[src/rtl/right_shift_unit_pkg.sv]
// Shared definitions for the multi-cycle right shifter: FSM state encoding and default sizes.
package right_shift_unit_pkg;

  localparam int DEF_WIDTH = 16;
  localparam int DEF_CNT_W = 5;

  typedef enum logic [1:0] {
    S_IDLE  = 2'd0,
    S_SHIFT = 2'd1,
    S_DONE  = 2'd2
  } state_t;

endpackage

[src/rtl/right_shift_unit_if.sv]
// Control/data bundle of the right shifter: load/start requests in, data and status out.
interface right_shift_unit_if #(
  parameter int WIDTH = 16,
  parameter int CNT_W = 5
);

  logic             ld;
  logic [WIDTH-1:0] in;
  logic             start;
  logic [CNT_W-1:0] shamt;
  logic [WIDTH-1:0] out;
  logic             busy;
  logic             ready;
  logic             done;
  logic             sticky;

  modport master (
    output ld, in, start, shamt,
    input  out, busy, ready, done, sticky
  );

  modport slave (
    input  ld, in, start, shamt,
    output out, busy, ready, done, sticky
  );

endinterface

[src/rtl/right_shift_unit_shift_down_counter.sv]
// Remaining-shift counter: parallel load, decrement by one, flags when a single shift remains.
module shift_down_counter #(
  parameter int CNT_W = 5
) (
  input  logic             clk,
  input  logic             rst,
  input  logic             ld_cnt,
  input  logic [CNT_W-1:0] cnt_in,
  input  logic             dec,
  output logic [CNT_W-1:0] cnt,
  output logic             is_one
);

  always_ff @(posedge clk or posedge rst) begin
    if (rst) begin
      cnt <= '0;
    end else if (ld_cnt) begin
      cnt <= cnt_in;
    end else if (dec) begin
      cnt <= cnt - CNT_W'(1);
    end
  end

  assign is_one = (cnt == CNT_W'(1));

endmodule

[src/rtl/right_shift_unit.sv]
// Multi-cycle right shifter: one bit per clock, sticky OR of shifted-out bits, one-cycle done pulse.
module right_shift_unit
  import right_shift_unit_pkg::*;
#(
  parameter int WIDTH = DEF_WIDTH,
  parameter int CNT_W = DEF_CNT_W,
  parameter bit ARITH = 1'b0
) (
  input  logic              clk,
  input  logic              rst,
  right_shift_unit_if.slave bus
);

  state_t           state;
  logic [WIDTH-1:0] data;
  logic             sticky_q;
  logic [CNT_W-1:0] shamt_clamped;
  logic [CNT_W-1:0] cnt;
  logic             cnt_is_one;
  logic             cnt_ld;
  logic             cnt_dec;
  logic             fill;

  // Amounts beyond WIDTH drain the word fully, so latency is bounded by WIDTH.
  assign shamt_clamped = (bus.shamt > CNT_W'(WIDTH)) ? CNT_W'(WIDTH) : bus.shamt;
  assign fill          = ARITH ? data[WIDTH-1] : 1'b0;

  assign cnt_ld  = (state == S_IDLE) && !bus.ld && bus.start;
  assign cnt_dec = (state == S_SHIFT);

  shift_down_counter #(
    .CNT_W (CNT_W)
  ) u_cnt (
    .clk    (clk),
    .rst    (rst),
    .ld_cnt (cnt_ld),
    .cnt_in (shamt_clamped),
    .dec    (cnt_dec),
    .cnt    (cnt),
    .is_one (cnt_is_one)
  );

  always_ff @(posedge clk or posedge rst) begin
    if (rst) begin
      state    <= S_IDLE;
      data     <= '0;
      sticky_q <= 1'b0;
    end else begin
      case (state)
        S_IDLE: begin
          if (bus.ld) begin
            data     <= bus.in;
            sticky_q <= 1'b0;
          end else if (bus.start) begin
            sticky_q <= 1'b0;
            state    <= (shamt_clamped != '0) ? S_SHIFT : S_DONE;
          end
        end
        S_SHIFT: begin
          data     <= {fill, data[WIDTH-1:1]};
          sticky_q <= sticky_q | data[0];
          // A zero count here can only be reached by corruption; exit rather than spin.
          if (cnt_is_one || (cnt == '0)) begin
            state <= S_DONE;
          end
        end
        S_DONE: begin
          state <= S_IDLE;
        end
        default: begin
          state <= S_IDLE;
        end
      endcase
    end
  end

  assign bus.out    = data;
  assign bus.sticky = sticky_q;
  assign bus.busy   = (state == S_SHIFT);
  assign bus.ready  = (state == S_IDLE);
  assign bus.done   = (state == S_DONE);

endmodule

[src/flat_wrapper.sv]
// flat-port wrapper written by rule: the top's interface ports become plain ports
module right_shift_unit_flat import right_shift_unit_pkg::*;
#(
  parameter int WIDTH = DEF_WIDTH,
  parameter int CNT_W = DEF_CNT_W,
  parameter bit ARITH = 1'b0
)
  (clk, rst, bus_ld, bus_in, bus_start, bus_shamt, bus_out, bus_busy, bus_ready, bus_done, bus_sticky);
  right_shift_unit_if #(.WIDTH(WIDTH), .CNT_W(CNT_W)) bus_i ();
  input  logic clk;
  input  logic rst;
  input wire logic [$bits(bus_i.ld)-1:0] bus_ld;
  input wire logic [$bits(bus_i.in)-1:0] bus_in;
  input wire logic [$bits(bus_i.start)-1:0] bus_start;
  input wire logic [$bits(bus_i.shamt)-1:0] bus_shamt;
  output wire logic [$bits(bus_i.out)-1:0] bus_out;
  output wire logic [$bits(bus_i.busy)-1:0] bus_busy;
  output wire logic [$bits(bus_i.ready)-1:0] bus_ready;
  output wire logic [$bits(bus_i.done)-1:0] bus_done;
  output wire logic [$bits(bus_i.sticky)-1:0] bus_sticky;
  assign bus_i.ld = bus_ld;
  assign bus_i.in = bus_in;
  assign bus_i.start = bus_start;
  assign bus_i.shamt = bus_shamt;
  assign bus_out = bus_i.out;
  assign bus_busy = bus_i.busy;
  assign bus_ready = bus_i.ready;
  assign bus_done = bus_i.done;
  assign bus_sticky = bus_i.sticky;
  right_shift_unit #(.WIDTH(WIDTH), .CNT_W(CNT_W), .ARITH(ARITH)) u_core (.clk(clk), .rst(rst), .bus(bus_i));
endmodule
[config.mk]
export PLATFORM = sky130hd
export DESIGN_NAME = right_shift_unit_flat
export DESIGN_NICKNAME = d
export VERILOG_FILES = /design/src/rtl/right_shift_unit_pkg.sv /design/src/rtl/right_shift_unit_if.sv /design/src/rtl/right_shift_unit_shift_down_counter.sv /design/src/rtl/right_shift_unit.sv /design/src/flat_wrapper.sv
export SDC_FILE = /design/constraint.sdc
export NUM_CORES = 1
export LEC_CHECK = 0
export CELL_PAD_IN_SITES_DETAIL_PLACEMENT = 0
export CELL_PAD_IN_SITES_GLOBAL_PLACEMENT = 1
export CORE_MARGIN = 2
export CORE_UTILIZATION = 36
export DETAILED_ROUTE_END_ITERATION = 6
export GPL_ROUTABILITY_DRIVEN = 0
export PLACE_DENSITY_LB_ADDON = 0.1
export SKIP_CTS_REPAIR_TIMING = 1
export SLEW_MARGIN = 10
export SYNTH_ARGS = -nofsm -noshare
export SYNTH_HDL_FRONTEND = slang
export SYNTH_SLANG_ARGS = --single-unit
[constraint.sdc]
create_clock -name clk -period 2.3 [get_ports clk]
set_input_delay 0.23 -clock clk [delete_from_list [all_inputs] [get_ports clk]]
set_output_delay 0.23 -clock clk [all_outputs]
set_load 0.1 [all_outputs]
==> metrics.md <==
| Metric | Value |
|---|---|
| Tightest Pin Transition | `0.327 ns` |
| Global-route wire length before repair | `roughly 4700 microns` |
| Sink Count | `24` |
| Initial antenna violation count | `0` |
| Layout cells sized above 1 | `around 20%` |
| Die width | `around 64 microns` |
| Die area | `slightly above 4000 sq um` |
| Synth async-reset ratio | `100%` |
| Num CTS Buffers | `3` |
| Register area share after synthesis | `around 47%` |
| Max Cap Viol | `0` |
| CP max FO | `16` |
| Total track usage | `approximately 15%` |
| Vias per cell | `4.84` |
| Final Max Slew Viols | `0` |
| CTS tree | `done` |
| Clk pin slew, worst setup/hold paths | `between 0.1 and 0.15 ns` |
| Area Overhead vs Synth | `36.6%` |
| Register bit total from synthesis | `24` |
| Largest area contributor in the netlist | `dfrtp_1` |
| Synth Flop Type | `dfrtp_1` |
| Placed cells | `213` |
| Post-Syn Instances | `around 130` |
| CP startpoint kind | `flop` |
| YS warnings | `0` |
| DR DRC count | `0` |
| Storage cell area | `around 600 sq um` |
| Layout Utilization | `51.8%` |
| Synth Area per Inst | `roughly 10 sq um` |
| Number of synthesized flops with an enable pin | `0` |
| Hold Vio Cnt, Final | `0` |
| Max-slew headroom | `approximately 78%` |
| Setup crit end kind | `primary output` |
| CTS Buffer Depth | `2` |
| Area of the multi-input gates | `603 sq um` |
| Layout Skew | `approximately 0.0007 ns` |
| Ant diodes | `0` |
| DR iter-0 viols | `38` |
| Synth top area cells | `dfrtp_1 (47%), mux2i_1 (12%), o21ai_0 (7.4%), nand2_1 (5.3%), ha_1 (2.9%)` |
| Syn Std Cell Area | `1280 sq um` |
| Vias in the first global route | `991` |
| WL final | `about 2700 microns` |
| Core Rows | `21` |
| Crit path required time | `2.07 ns` |
| Fmax | `582 MHz` |
| Clk root buf | `clkbuf_4` |
| ANT nets after route | `0` |
| Final Instance Area | `1750 sq um` |
| HPWL after detailed placement | `approximately 2000 microns` |
| Grt total ovfl | `0` |
| RSZ-0062 raised after global routing | `no` |
| DP Area | `1720 sq um` |
| Setup TNS | `0 ns` |
| Filler Cell Count | `about 320` |
| Top-area cell type share of the netlist area | `46.8%` |
| Vias | `1051` |
| H-tree Lvls | `1` |
| Class of the worst hold path | `input pin to async pin` |
| Syn nets | `155` |
| Clk Latency, worst-skew pair | `0.32 ns` |
| Final period util | `around 75%` |
| Crit path arrival time | `around 1.5 ns` |
| Final Critical Period | `~1.7 ns` |
| Net count, final | `200` |
| Kind of critical path | `flop to primary output` |
| Die Y | `63.7 microns` |
| Wire length per cell | `12.6 microns` |
| Core area | `between 3000 and 4000 sq um` |
| DR pass1 iterations | `4` |
| Final setup vio count | `0` |
| Initial Util | `approximately 38%` |
| Cell Count, Final, Fillers Out | `around 220` |
| Pin count of the biggest net entering global routing | `31` |
| Port Buffers | `44` |
| Status | `complete, no violations` |
| IO Pins | `45` |
| Yosys cell types | `30` |
worst max-delay path: stages (launching register included):
cell and delay, ns:
dfrtp_1 0.51, nand2b_1 0.27, inv_6 0.19, buf_12 0.20
logic make-up (layout without fill, tap and decap cells):
kind of cell,count (synthesis),in the layout,synth area share (%)
buffers and inverters,14,58,6.53
and+or+nand+nor,41,41,17.3
DFF,24,24,46.8
muxes,15,15,11.7
AOI/OAI and AO/OA,30,30,14.8
adders and majority gates,3,3,2.92
per-layer routing:
layer / global-route usage [%] / routed length [microns] / vias up
met2: 24.1 / 1340 / 32
li1: - / - / 534
met3: 5.54 / 180 / 5
met1: 19.3 / 1200 / 480
met5: 0 / 0 / -
met4: 2.45 / 21 / 0
layout by cell type (no fill, tap or decap), types with 2 or more instances in the layout:
master and n:
dfrtp_1 24, ha_1 3, clkbuf_4 3, o2bb2ai_1 2, a21oi_1 2, mux2i_1 15
buf_4 22, inv_1 6, nor3_1 5, o21ai_0 19, nor2_1 7, a221o_2 3
clkdlybuf4s50_1 24, nand2_1 18
cell type report:
type	count	share of cell area, %
clock buffers	4	2.07
multi-input cells	89	34.4
inverters	7	1.78
well taps	46	3.28
repair buffers	47	24.3
flip-flops and latches	24	34.2
flip-flops by register name (all words and copies together), names as in the netlist:
signal and flops:
u_core.state 2, u_core.bus.sticky 1, u_core.bus.out 16, u_core.u_cnt.cnt 5
cell usage after synthesis, types with 2 or more instances:
library cell  count
o21ai_0          19
buf_6             3
a221o_2           3
nor2_1            7
nand2_1          18
mux2i_1          15
nor3_1            5
a21oi_1           2
dfrtp_1          24
clkbuf_1          3
inv_1             6
ha_1              3
o2bb2ai_1         2
worst paths after layout:
path	end	depth (start not counted)	slack (ns)	from
max	bus_busy	3	0.58	u_core.state[1]
min	u_core.bus.out[4]	3	0.24	rst
max reg2reg	u_core.u_cnt.cnt[1]	4	0.74	u_core.state[1]
min reg2reg	u_core.bus.out[14]	2	0.53	u_core.bus.out[14]
max in group asynchronous	u_core.bus.out[9]	3	1.82	rst
min in group clk	u_core.bus.out[8]	3	0.52	bus_in[8]
stage by stage:
step | setup WS, ns | hold WS (ns)
floorplan | 0.264 | 0.245
global placement | 0.588 | 0.489
detailed placement | 0.521 | 0.501
CTS | 0.564 | 0.248
global route | 0.467 | 0.273
finish | 0.581 | 0.245
Power is not shown: default switching activity piles up to over one toggle a cycle in this logic, so the estimate is an artifact.
